## config.mk

```make
export PLATFORM = sky130hd
export DESIGN_NAME = i2c_sht40_target
export DESIGN_NICKNAME = d
export VERILOG_FILES = /design/src/rtl/i2c_sht40_target.sv
export SDC_FILE = /design/constraint.sdc
export NUM_CORES = 1
export LEC_CHECK = 0
export BUFFER_PORTS_ARGS = -buffer_cell sky130_fd_sc_hd__buf_2
export CORE_AREA = 2 2 115 83
export CTS_BUF_LIST = sky130_fd_sc_hd__clkbuf_8
export CTS_CLUSTER_DIAMETER = 200
export DETAILED_ROUTE_END_ITERATION = 8
export DIE_AREA = 0 0 117 85
export GPL_TIMING_DRIVEN = 0
export MAX_ROUTING_LAYER = met4
export PLACE_DENSITY = 0.68
export RECOVER_POWER = 50
export SKIP_CTS_REPAIR_TIMING = 1
export SLEW_MARGIN = 20
export SYNTH_ARGS = -nofsm -noshare
export SYNTH_HDL_FRONTEND = slang
export SYNTH_SLANG_ARGS = --single-unit
```

## constraint.sdc

```tcl
create_clock -name clk -period 2.2 [get_ports clk]
set_input_delay 0.33 -clock clk [delete_from_list [all_inputs] [get_ports clk]]
set_output_delay 0.33 -clock clk [all_outputs]
set_load 0.1 [all_outputs]
```

## src/rtl/i2c_sht40_target.sv

```systemverilog
// i2c_sht40_target: oversampled I2C target that emulates an SHT40 (6-byte T/RH frames).
// Optional macro I2C_TARGET_CRC_EN: frame bytes 2 and 5 carry CRC-8, otherwise 8'hFF.
module i2c_sht40_target #(
  parameter logic [6:0] TARGET_ADDR = 7'h44,
  parameter int         SYNC_STAGES = 2,
  parameter int         READ_BYTES  = 6
) (
  input  logic        clk,
  input  logic        rst_n,
  input  logic        Scl_In,
  input  logic        Sda_In,
  output logic        Sda_Pull_Low,
  input  logic [15:0] Temp_Data,
  input  logic [15:0] Hum_Data,
  output logic [7:0]  Cmd_Byte,
  output logic        Cmd_Valid,
  output logic        Busy
);

  // state      | meaning
  // IDLE       | bus ignored until START
  // ADDR       | shifting in 7-bit address + R/W
  // ADDR_ACK   | pulling SDA low for the address ACK
  // CMD        | shifting in a command byte
  // CMD_ACK    | pulling SDA low for the command ACK
  // TX         | driving frame bits on SCL falls
  // TX_ACK     | released, sampling master ACK/NACK
  // WAIT_STOP  | released, waiting for STOP or START
  typedef enum logic [2:0] {
    S_IDLE, S_ADDR, S_ADDR_ACK, S_CMD, S_CMD_ACK, S_TX, S_TX_ACK, S_WAIT_STOP
  } state_t;

  localparam int IDX_W = $clog2(READ_BYTES + 1);
  localparam logic [IDX_W-1:0] LAST_IDX = IDX_W'(READ_BYTES);

  logic [SYNC_STAGES-1:0] r_scl_sync, r_sda_sync;
  logic                   r_scl_d, r_sda_d;
  logic                   w_scl, w_sda, w_scl_rise, w_scl_fall, w_start, w_stop;

  state_t           r_state, w_state_nxt;
  logic [3:0]       r_bit_cnt, w_bit_cnt_nxt;
  logic [7:0]       r_shift, w_shift_nxt;
  logic [IDX_W-1:0] r_byte_idx, w_byte_idx_nxt;
  logic [47:0]      r_frame, w_frame_nxt;
  logic [7:0]       r_cmd_byte, w_cmd_byte_nxt;
  logic             r_cmd_valid, w_cmd_valid_nxt;
  logic             r_sda_pull, w_sda_pull_nxt;
  logic             r_busy, w_busy_nxt;
  logic [7:0]       w_tx_byte, w_crc_t, w_crc_h;
  logic             w_addr_hit;

  always_ff @(posedge clk or negedge rst_n) begin
    if (!rst_n) begin
      r_scl_sync <= '1;
      r_sda_sync <= '1;
      r_scl_d    <= 1'b1;
      r_sda_d    <= 1'b1;
    end else begin
      r_scl_sync <= {r_scl_sync[SYNC_STAGES-2:0], Scl_In};
      r_sda_sync <= {r_sda_sync[SYNC_STAGES-2:0], Sda_In};
      r_scl_d    <= w_scl;
      r_sda_d    <= w_sda;
    end
  end

  assign w_scl      = r_scl_sync[SYNC_STAGES-1];
  assign w_sda      = r_sda_sync[SYNC_STAGES-1];
  assign w_scl_rise = w_scl & ~r_scl_d;
  assign w_scl_fall = ~w_scl & r_scl_d;
  assign w_start    = r_sda_d & ~w_sda & w_scl & r_scl_d;
  assign w_stop     = ~r_sda_d & w_sda & w_scl & r_scl_d;
  assign w_addr_hit = (r_shift[7:1] == TARGET_ADDR);

`ifdef I2C_TARGET_CRC_EN
  function automatic logic [7:0] crc8(input logic [15:0] d);
    logic [7:0] c;
    c = 8'hFF;
    for (int i = 15; i >= 0; i--) begin
      c = (c[7] ^ d[i]) ? ((c << 1) ^ 8'h31) : (c << 1);
    end
    return c;
  endfunction
  assign w_crc_t = crc8(Temp_Data);
  assign w_crc_h = crc8(Hum_Data);
`else
  assign w_crc_t = 8'hFF;
  assign w_crc_h = 8'hFF;
`endif

  // Indices past the frame (saturated) read as all-ones, i.e. SDA released.
  always_comb begin
    w_tx_byte = 8'hFF;
    for (int i = 0; i < 6; i++) begin
      if (i < READ_BYTES && r_byte_idx == IDX_W'(i)) w_tx_byte = r_frame[47-8*i -: 8];
    end
  end

  always_ff @(posedge clk or negedge rst_n) begin
    if (!rst_n) begin
      r_state     <= S_IDLE;
      r_bit_cnt   <= '0;
      r_shift     <= '0;
      r_byte_idx  <= '0;
      r_frame     <= '0;
      r_cmd_byte  <= '0;
      r_cmd_valid <= 1'b0;
      r_sda_pull  <= 1'b0;
      r_busy      <= 1'b0;
    end else begin
      r_state     <= w_state_nxt;
      r_bit_cnt   <= w_bit_cnt_nxt;
      r_shift     <= w_shift_nxt;
      r_byte_idx  <= w_byte_idx_nxt;
      r_frame     <= w_frame_nxt;
      r_cmd_byte  <= w_cmd_byte_nxt;
      r_cmd_valid <= w_cmd_valid_nxt;
      r_sda_pull  <= w_sda_pull_nxt;
      r_busy      <= w_busy_nxt;
    end
  end

  always_comb begin
    w_state_nxt = r_state;
    if (w_start) w_state_nxt = S_ADDR;
    else if (w_stop) w_state_nxt = S_IDLE;
    else begin
      case (r_state)
        S_ADDR:     if (w_scl_fall && r_bit_cnt == 4'd8) w_state_nxt = w_addr_hit ? S_ADDR_ACK : S_IDLE;
        S_ADDR_ACK: if (w_scl_fall) w_state_nxt = r_shift[0] ? S_TX : S_CMD;
        S_CMD:      if (w_scl_fall && r_bit_cnt == 4'd8) w_state_nxt = S_CMD_ACK;
        S_CMD_ACK:  if (w_scl_fall) w_state_nxt = S_CMD;
        S_TX:       if (w_scl_fall && r_bit_cnt == 4'd8) w_state_nxt = S_TX_ACK;
        S_TX_ACK:   if (w_scl_rise) w_state_nxt = w_sda ? S_WAIT_STOP : S_TX;
        default: ;
      endcase
    end
  end

  always_comb begin
    w_bit_cnt_nxt   = r_bit_cnt;
    w_shift_nxt     = r_shift;
    w_byte_idx_nxt  = r_byte_idx;
    w_frame_nxt     = r_frame;
    w_cmd_byte_nxt  = r_cmd_byte;
    w_cmd_valid_nxt = 1'b0;
    w_sda_pull_nxt  = r_sda_pull;
    w_busy_nxt      = r_busy;
    if (w_start) begin
      w_sda_pull_nxt = 1'b0;
      w_bit_cnt_nxt  = '0;
    end else if (w_stop) begin
      w_sda_pull_nxt = 1'b0;
    end else begin
      case (r_state)
        S_ADDR, S_CMD: begin
          if (w_scl_rise && r_bit_cnt != 4'd8) begin
            w_shift_nxt   = {r_shift[6:0], w_sda};
            w_bit_cnt_nxt = r_bit_cnt + 4'd1;
          end else if (w_scl_fall && r_bit_cnt == 4'd8) begin
            w_bit_cnt_nxt = '0;
            if (r_state == S_CMD) begin
              w_cmd_byte_nxt  = r_shift;
              w_cmd_valid_nxt = 1'b1;
              w_sda_pull_nxt  = 1'b1;
            end else if (w_addr_hit) begin
              w_sda_pull_nxt = 1'b1;
              w_busy_nxt     = 1'b1;
            end
          end
        end
        S_ADDR_ACK: if (w_scl_fall) begin
          if (r_shift[0]) begin
            // Frame is captured here so all six bytes come from one coherent sample.
            w_frame_nxt    = {Temp_Data, w_crc_t, Hum_Data, w_crc_h};
            w_byte_idx_nxt = '0;
            w_sda_pull_nxt = (READ_BYTES > 0) ? ~Temp_Data[15] : 1'b0;
            w_bit_cnt_nxt  = 4'd1;
          end else begin
            w_sda_pull_nxt = 1'b0;
            w_bit_cnt_nxt  = '0;
          end
        end
        S_CMD_ACK: if (w_scl_fall) w_sda_pull_nxt = 1'b0;
        S_TX: if (w_scl_fall) begin
          if (r_bit_cnt == 4'd8) w_sda_pull_nxt = 1'b0;
          else begin
            w_sda_pull_nxt = ~w_tx_byte[~r_bit_cnt[2:0]];
            w_bit_cnt_nxt  = r_bit_cnt + 4'd1;
          end
        end
        S_TX_ACK: if (w_scl_rise) begin
          w_bit_cnt_nxt = '0;
          if (!w_sda && r_byte_idx != LAST_IDX) w_byte_idx_nxt = r_byte_idx + IDX_W'(1);
        end
        default: w_sda_pull_nxt = 1'b0;
      endcase
    end
    if (w_state_nxt == S_IDLE) w_busy_nxt = 1'b0;
  end

  assign Sda_Pull_Low = r_sda_pull;
  assign Cmd_Byte     = r_cmd_byte;
  assign Cmd_Valid    = r_cmd_valid;
  assign Busy         = r_busy;

endmodule

```

# Word-level counts from Yosys, hierarchy flattened
# Index checks and enable logic that the tools add are counted.
op_classes:
  n_mux: 60
  n_addsub: 2
  n_eq_ne: 36
  n_reduce_logical: 19
  n_bitwise: 18
  n_lt_le_gt_ge: 1
op_table:
  columns: ["operator", "n"]
  rows:
  - ["$mux 8", 6]
  - ["$mux 3", 13]
  - ["$mux 4", 8]
  - ["$ne 4x4->1 const B", 7]
  - ["$reduce_and 7->1", 4]
  - ["$mux 1", 26]
  - ["$ne 3x3->1 const B", 6]
  - ["$pmux 3 s6", 1]
  - ["$pmux 4 s4", 1]
  - ["$eq 3x3->1 const B", 5]
  - ["$eq 3x2->1 const B", 4]
  - ["$ne 2x2->1 const B", 5]
  - ["$not 1->1", 9]
  - ["$and 1x1->1", 8]
  - ["$ne 2x1->1 const B", 4]
  - ["$reduce_bool 2->1", 4]
  - ["$eq 7x7->1 const B", 1]
  - ["$eq 3x1->1 const B", 2]
  - ["$logic_not 3->1", 2]
  - ["$pmux 3 s2", 1]
  - ["$reduce_and 6->1", 1]
  - ["$ne 5x5->1 const B", 1]
  - ["$pmux 1 s5", 1]
  - ["$reduce_and 5->1", 1]
  - ["12 further kinds", 15]
word_totals:
  regBits: 83
  out_inout_bits: 11

# Logic depth before layout (Yosys ltp)
depth:
  depth_word: 15
  depth_mapped: 9

# Worst setup path after synthesis
# OpenSTA, ideal clock, no wires.
synth_timing:
  path_type: "flip-flop to flip-flop"
  startpoint: "reg r_bit_cnt[0]"
  endpoint: "reg r_bit_cnt[3]"
  path_stages_with_launch: 10
  setup_time_ns: 0.087
  path_buffers: 1
  arrival_time_ns: 1.992
  path_slack_ns: 0.121
  t_required_ns: 2.113
  cell_sequence: "dfrtp_1 buf_2 inv_1 ha_1 nand3b_2 nand2_1 o21ai_1 a32oi_2 or4_1 o211ai_1"
synth_between:
  elab_chain_cells: 6
  word_cells_on_any_way: 14
synth_rtl:
  columns: ["element", "line_no", "source"]
  rows:
  - ["start, declared", "41", "logic [3:0] r_bit_cnt, w_bit_cnt_nxt;"]
  - ["start signal, assigned", "111", "r_bit_cnt <= w_bit_cnt_nxt;"]
  - ["$add 4x1->4 / $ne 4x4->1 (equally long branches)", "158, 188, 156", null]
  - ["$mux 4 / $logic_and 1x1->1 (equally long branches)", "185, 156", null]
  - ["$mux 4 (on tied branches)", "184, 156", null]
  - ["$pmux 4 s4", "154", "case (r_state)"]
  - ["$mux 4", "151", "end else if (w_stop) begin"]
  - ["$mux 4", "148", "if (w_start) begin"]
# Several ways; a longest one is shown, not always the timed one. The select of a mux whose other input is x is not followed.
# A chain may end at the register's enable or synchronous reset.

# Worst setup path after layout
layout_timing:
  startpoint: "reg r_bit_cnt[0]"
  endpoint: "reg r_cmd_byte[4] (netlist: Cmd_Byte[4])"
layout_between:
  elab_chain_cells: 4
  word_cells_on_any_way: 6
layout_rtl:
  columns: ["element", "line_no", "source"]
  rows:
  - ["$ne 4x4->1", "156", "if (w_scl_rise && r_bit_cnt != 4'd8) begin"]
  - ["$logic_and 1x1->1", "156", null]
  - ["$not 1->1 (no source line)", null, null]
  - ["$reduce_and 6->1 (no source line) (*)", null, null]
  - ["end signal, assigned", "115", "r_cmd_byte <= w_cmd_byte_nxt;"]
  - ["end, declared", "45", "logic [7:0] r_cmd_byte, w_cmd_byte_nxt;"]
# Mark *: on every way between the ends. The rest lies on a longest branch, timed or not.

==> impl_metrics.ini <==
[min_path]
worstHoldPathType = in -> reg
whs_path_depth = 1

[global_route]
overflow = 0
grtUsageMet2_pct = 23.49
use_met3_pct = 4.714
grt_pass1_wl_um = 13210
antenna_found_initial = 0
met1_usage_pct = 25.72
track_usage_pct = 17.63
grt_pass1_vias = 2609
top_usage_layer = met1
grt_max_degree = 41

[routing]
ant_nets = 0
drc = 0
wl_per_cell_um = 16.27
routed_via_density = 5.398
drtIter0Drc = 189
dr_total_vias = 2688
drt_pass1_iterations = 5
wl_um = 8100

[finish]
fin_area_um2 = 4188
nets = 412
antenna_cells = 0
area_growth_pct = 20.83
drive_gt1_share_pct = 41.71

[pwr]
ir_drop_v = 0.0003395
leakage_nw = 1.869
power_per_cell_area_nw_per_um2 = 714.3
p_comb_share_pct = 15.5
seq_power_share_pct = 49.3
switching_share_pct = 27.16
switchingPower_w = 0.0008124
clkPwrFrac_pct = 35.2
p_int_w = 0.002179

[timing]
worst_slack_ns = 0.06416
max_freq_mhz = 468.2
drv_slew = 0
hold_viol_final = 0
period_share_pct = 97.08
final-setup-viol-count = 0
worst_hold_slack_ns = 0.08148
finClkSkew_ns = 0.01017
worst_pin_slew_ns = 0.7176
min_period_ns = 2.136
relSlewSlack_pct = 52.16

[logic_synthesis]
syn_nets = 349
synthCells = 306
ys_types = 59
syn_area_per_cell_um2 = 11.33
synth_seq_area_share_pct = 49.31
yosys_warnings = 0
synth_edf_count = 0
ys_seq_elements = 68
syn_area_um2 = 3466
async_flop_share_pct = 100.0
synth_ff_type = dfrtp_1

[clock_network]
clock_latency_ns = 0.35
cts.reportedPaths.clkPinSlew_ns = 0.08
cts_buffers = 9
cts.sinks = 68
clk_path_buf_depth = 2
root_buffer = clkbuf_8
tritoncts = done
htree_levels = 3

[setup_path]
path_class = reg -> reg
arrival_ns = 2.36
crit_path_end_kind = flop
cp.required_ns = 2.43
cp-start-kind = flop
r2r_cells = 8
cp_max_fo = 10

[floorplanning]
start_util_pct = 38.99
core_area_um2 = 8890
fp-row-count = 29
dieArea_um2 = 9945
die_y_um = 85
pin_count = 47
die_x_um = 117

[status]
status = completed

[placement]
port_buffers = 46
gp_congestion = 0.8912
post_dp_cell_area_um2 = 3874
dp_hpwl_um = 5619
preCtsSetupSlack_ns = -0.1665

[job]
drv_cap = 0
layout by cell type, fill, tap and decap left out, types with 4 or more instances in the layout:
| master | Yosys | layout |
|---|---|---|
| buf_4 | 3 | 9 |
| nand2b_1 | 6 | 5 |
| inv_1 | 14 | 14 |
| ha_1 | 7 | 5 |
| o31ai_1 | 5 | 5 |
| clkbuf_8 | 0 | 11 |
| buf_2 | 11 | 54 |
| nand3_1 | 8 | 8 |
| nor2_1 | 6 | 5 |
| a21oi_1 | 11 | 11 |
| o211ai_1 | 6 | 6 |
| dfrtp_1 | 62 | 59 |
| nor2b_1 | 4 | 4 |
| dfstp_2 | 6 | 5 |
| nand2_1 | 26 | 26 |
| mux2_2 | 47 | 47 |
| o22ai_1 | 4 | 4 |
| o21ai_0 | 12 | 12 |
| a31oi_1 | 7 | 7 |
worst max-delay path: stages (launching register included):
cell and delay [ns]:
dfrtp_1 0.42, buf_6 0.15, inv_2 0.11, ha_4 0.16
and3b_2 0.20, nand2_1 0.09, or3_1 0.36, buf_2 0.21
mux2_2 0.30
worst paths after layout:
| check | from | slack, ns | end |
|---|---|---|---|
| min reg2reg | r_scl_sync[0]$_DFF_PN1_ | 0.36 | r_scl_sync[1]$_DFF_PN1_ |
| max | r_bit_cnt[0]$_DFFE_PN0P_ | 0.06 | Cmd_Byte[4]$_DFFE_PN0P_ |
| max reg2reg | r_bit_cnt[0]$_DFFE_PN0P_ | 0.06 | Cmd_Byte[4]$_DFFE_PN0P_ |
| min | Sda_In | 0.08 | r_sda_sync[0]$_DFF_PN1_ |
| max in group asynchronous | rst_n | 0.53 | r_bit_cnt[1]$_DFFE_PN0P_ |
| min in group asynchronous | rst_n | 0.57 | Cmd_Byte[3]$_DFFE_PN0P_ |
flip-flops by register name, indices dropped and copies added (netlist names):
name and cells:
r_state 3, r_frame 33, Busy 1, r_sda_sync 2
Cmd_Valid 1, r_bit_cnt 4, r_scl_sync 2, r_scl_d 1
r_sda_d 1, Cmd_Byte 8, r_shift 8, Sda_Pull_Low 1
r_byte_idx 3
area by class of cell:
type | count | area, µm²
multi-input combinational | 204 | 1663
clock inverter | 5 | 51.30
fill | 834 | 4702
sequential | 68 | 1713
buffer | 18 | 108.9
tap | 124 | 155.1
clock buffer | 11 | 151.4
inverter | 14 | 52.55
timing repair buffer | 54 | 292.8
cells in the mapped netlist (6+ instances only):
| cell type | number | area share, % |
|---|---|---|
| buf_2 | 11 | 1.6 |
| o211ai_1 | 6 | 1.3 |
| a21oi_1 | 11 | 1.6 |
| inv_1 | 14 | 1.5 |
| dfrtp_1 | 62 | 45 |
| dfstp_2 | 6 | 4.5 |
| nor2_1 | 6 | 0.65 |
| o21ai_0 | 12 | 1.7 |
| mux2_2 | 47 | 15 |
| nand2b_1 | 6 | 1.1 |
| a31oi_1 | 7 | 1.3 |
| nand3_1 | 8 | 1.2 |
| ha_1 | 7 | 2.5 |
| nand2_1 | 26 | 2.8 |
stage by stage:
| stage | total power, W | cells | setup TNS, ns | utilization (%) |
|---|---|---|---|---|
| final | 0.002991 | 498 | 0 | 47.11 |
| after global routing | 0.003141 | 498 | -0.006500 | 47.11 |
| after CTS | 0.002965 | 493 | -2.027 | 45.86 |
| after detailed placement | 0.001905 | 477 | -1.604 | 43.57 |
| after global placement | 0.001884 | 476 | -1.244 | 43.32 |
| after floorplan | 0.001740 | 306 | 0 | - |
power groups by stage:
| stage | Clock (W) | Combinational (W) | Sequential, W |
|---|---|---|---|
| 2_1_floorplan | 0 | 0.000291 | 0.00145 |
| 3_3_place_gp | 0 | 0.000406 | 0.00148 |
| 3_5_place_dp | 0 | 0.000418 | 0.00149 |
| 4_1_cts | 0.00108 | 0.000422 | 0.00146 |
| 5_1_grt | 0.00114 | 0.000515 | 0.00149 |
| 6_report | 0.00105 | 0.000464 | 0.00147 |
logic make-up (layout without fill, tap and decap cells):
family                     Yosys count  in the layout  share of synthesized area, %
AOI/OAI and AO/OA                   76             76                         15.49
buffers and inverters               34            102                         4.621
DFF                                 68             68                         49.31
muxes                               50             50                         16.86
xor gates and xnor gates             2              2                        0.5055
and+or+nand+nor                     69             69                         10.69
adders and majority gates            7              7                         2.527
per-layer routing:
layer  routed length [µm]  part of all wire (%)
met2                 3645                    45
met5                    0                     0
met4                  137                   1.7
met3                  553                   6.8
met1                 3764                    46
Note: power is estimated with default switching activity, not from simulation.
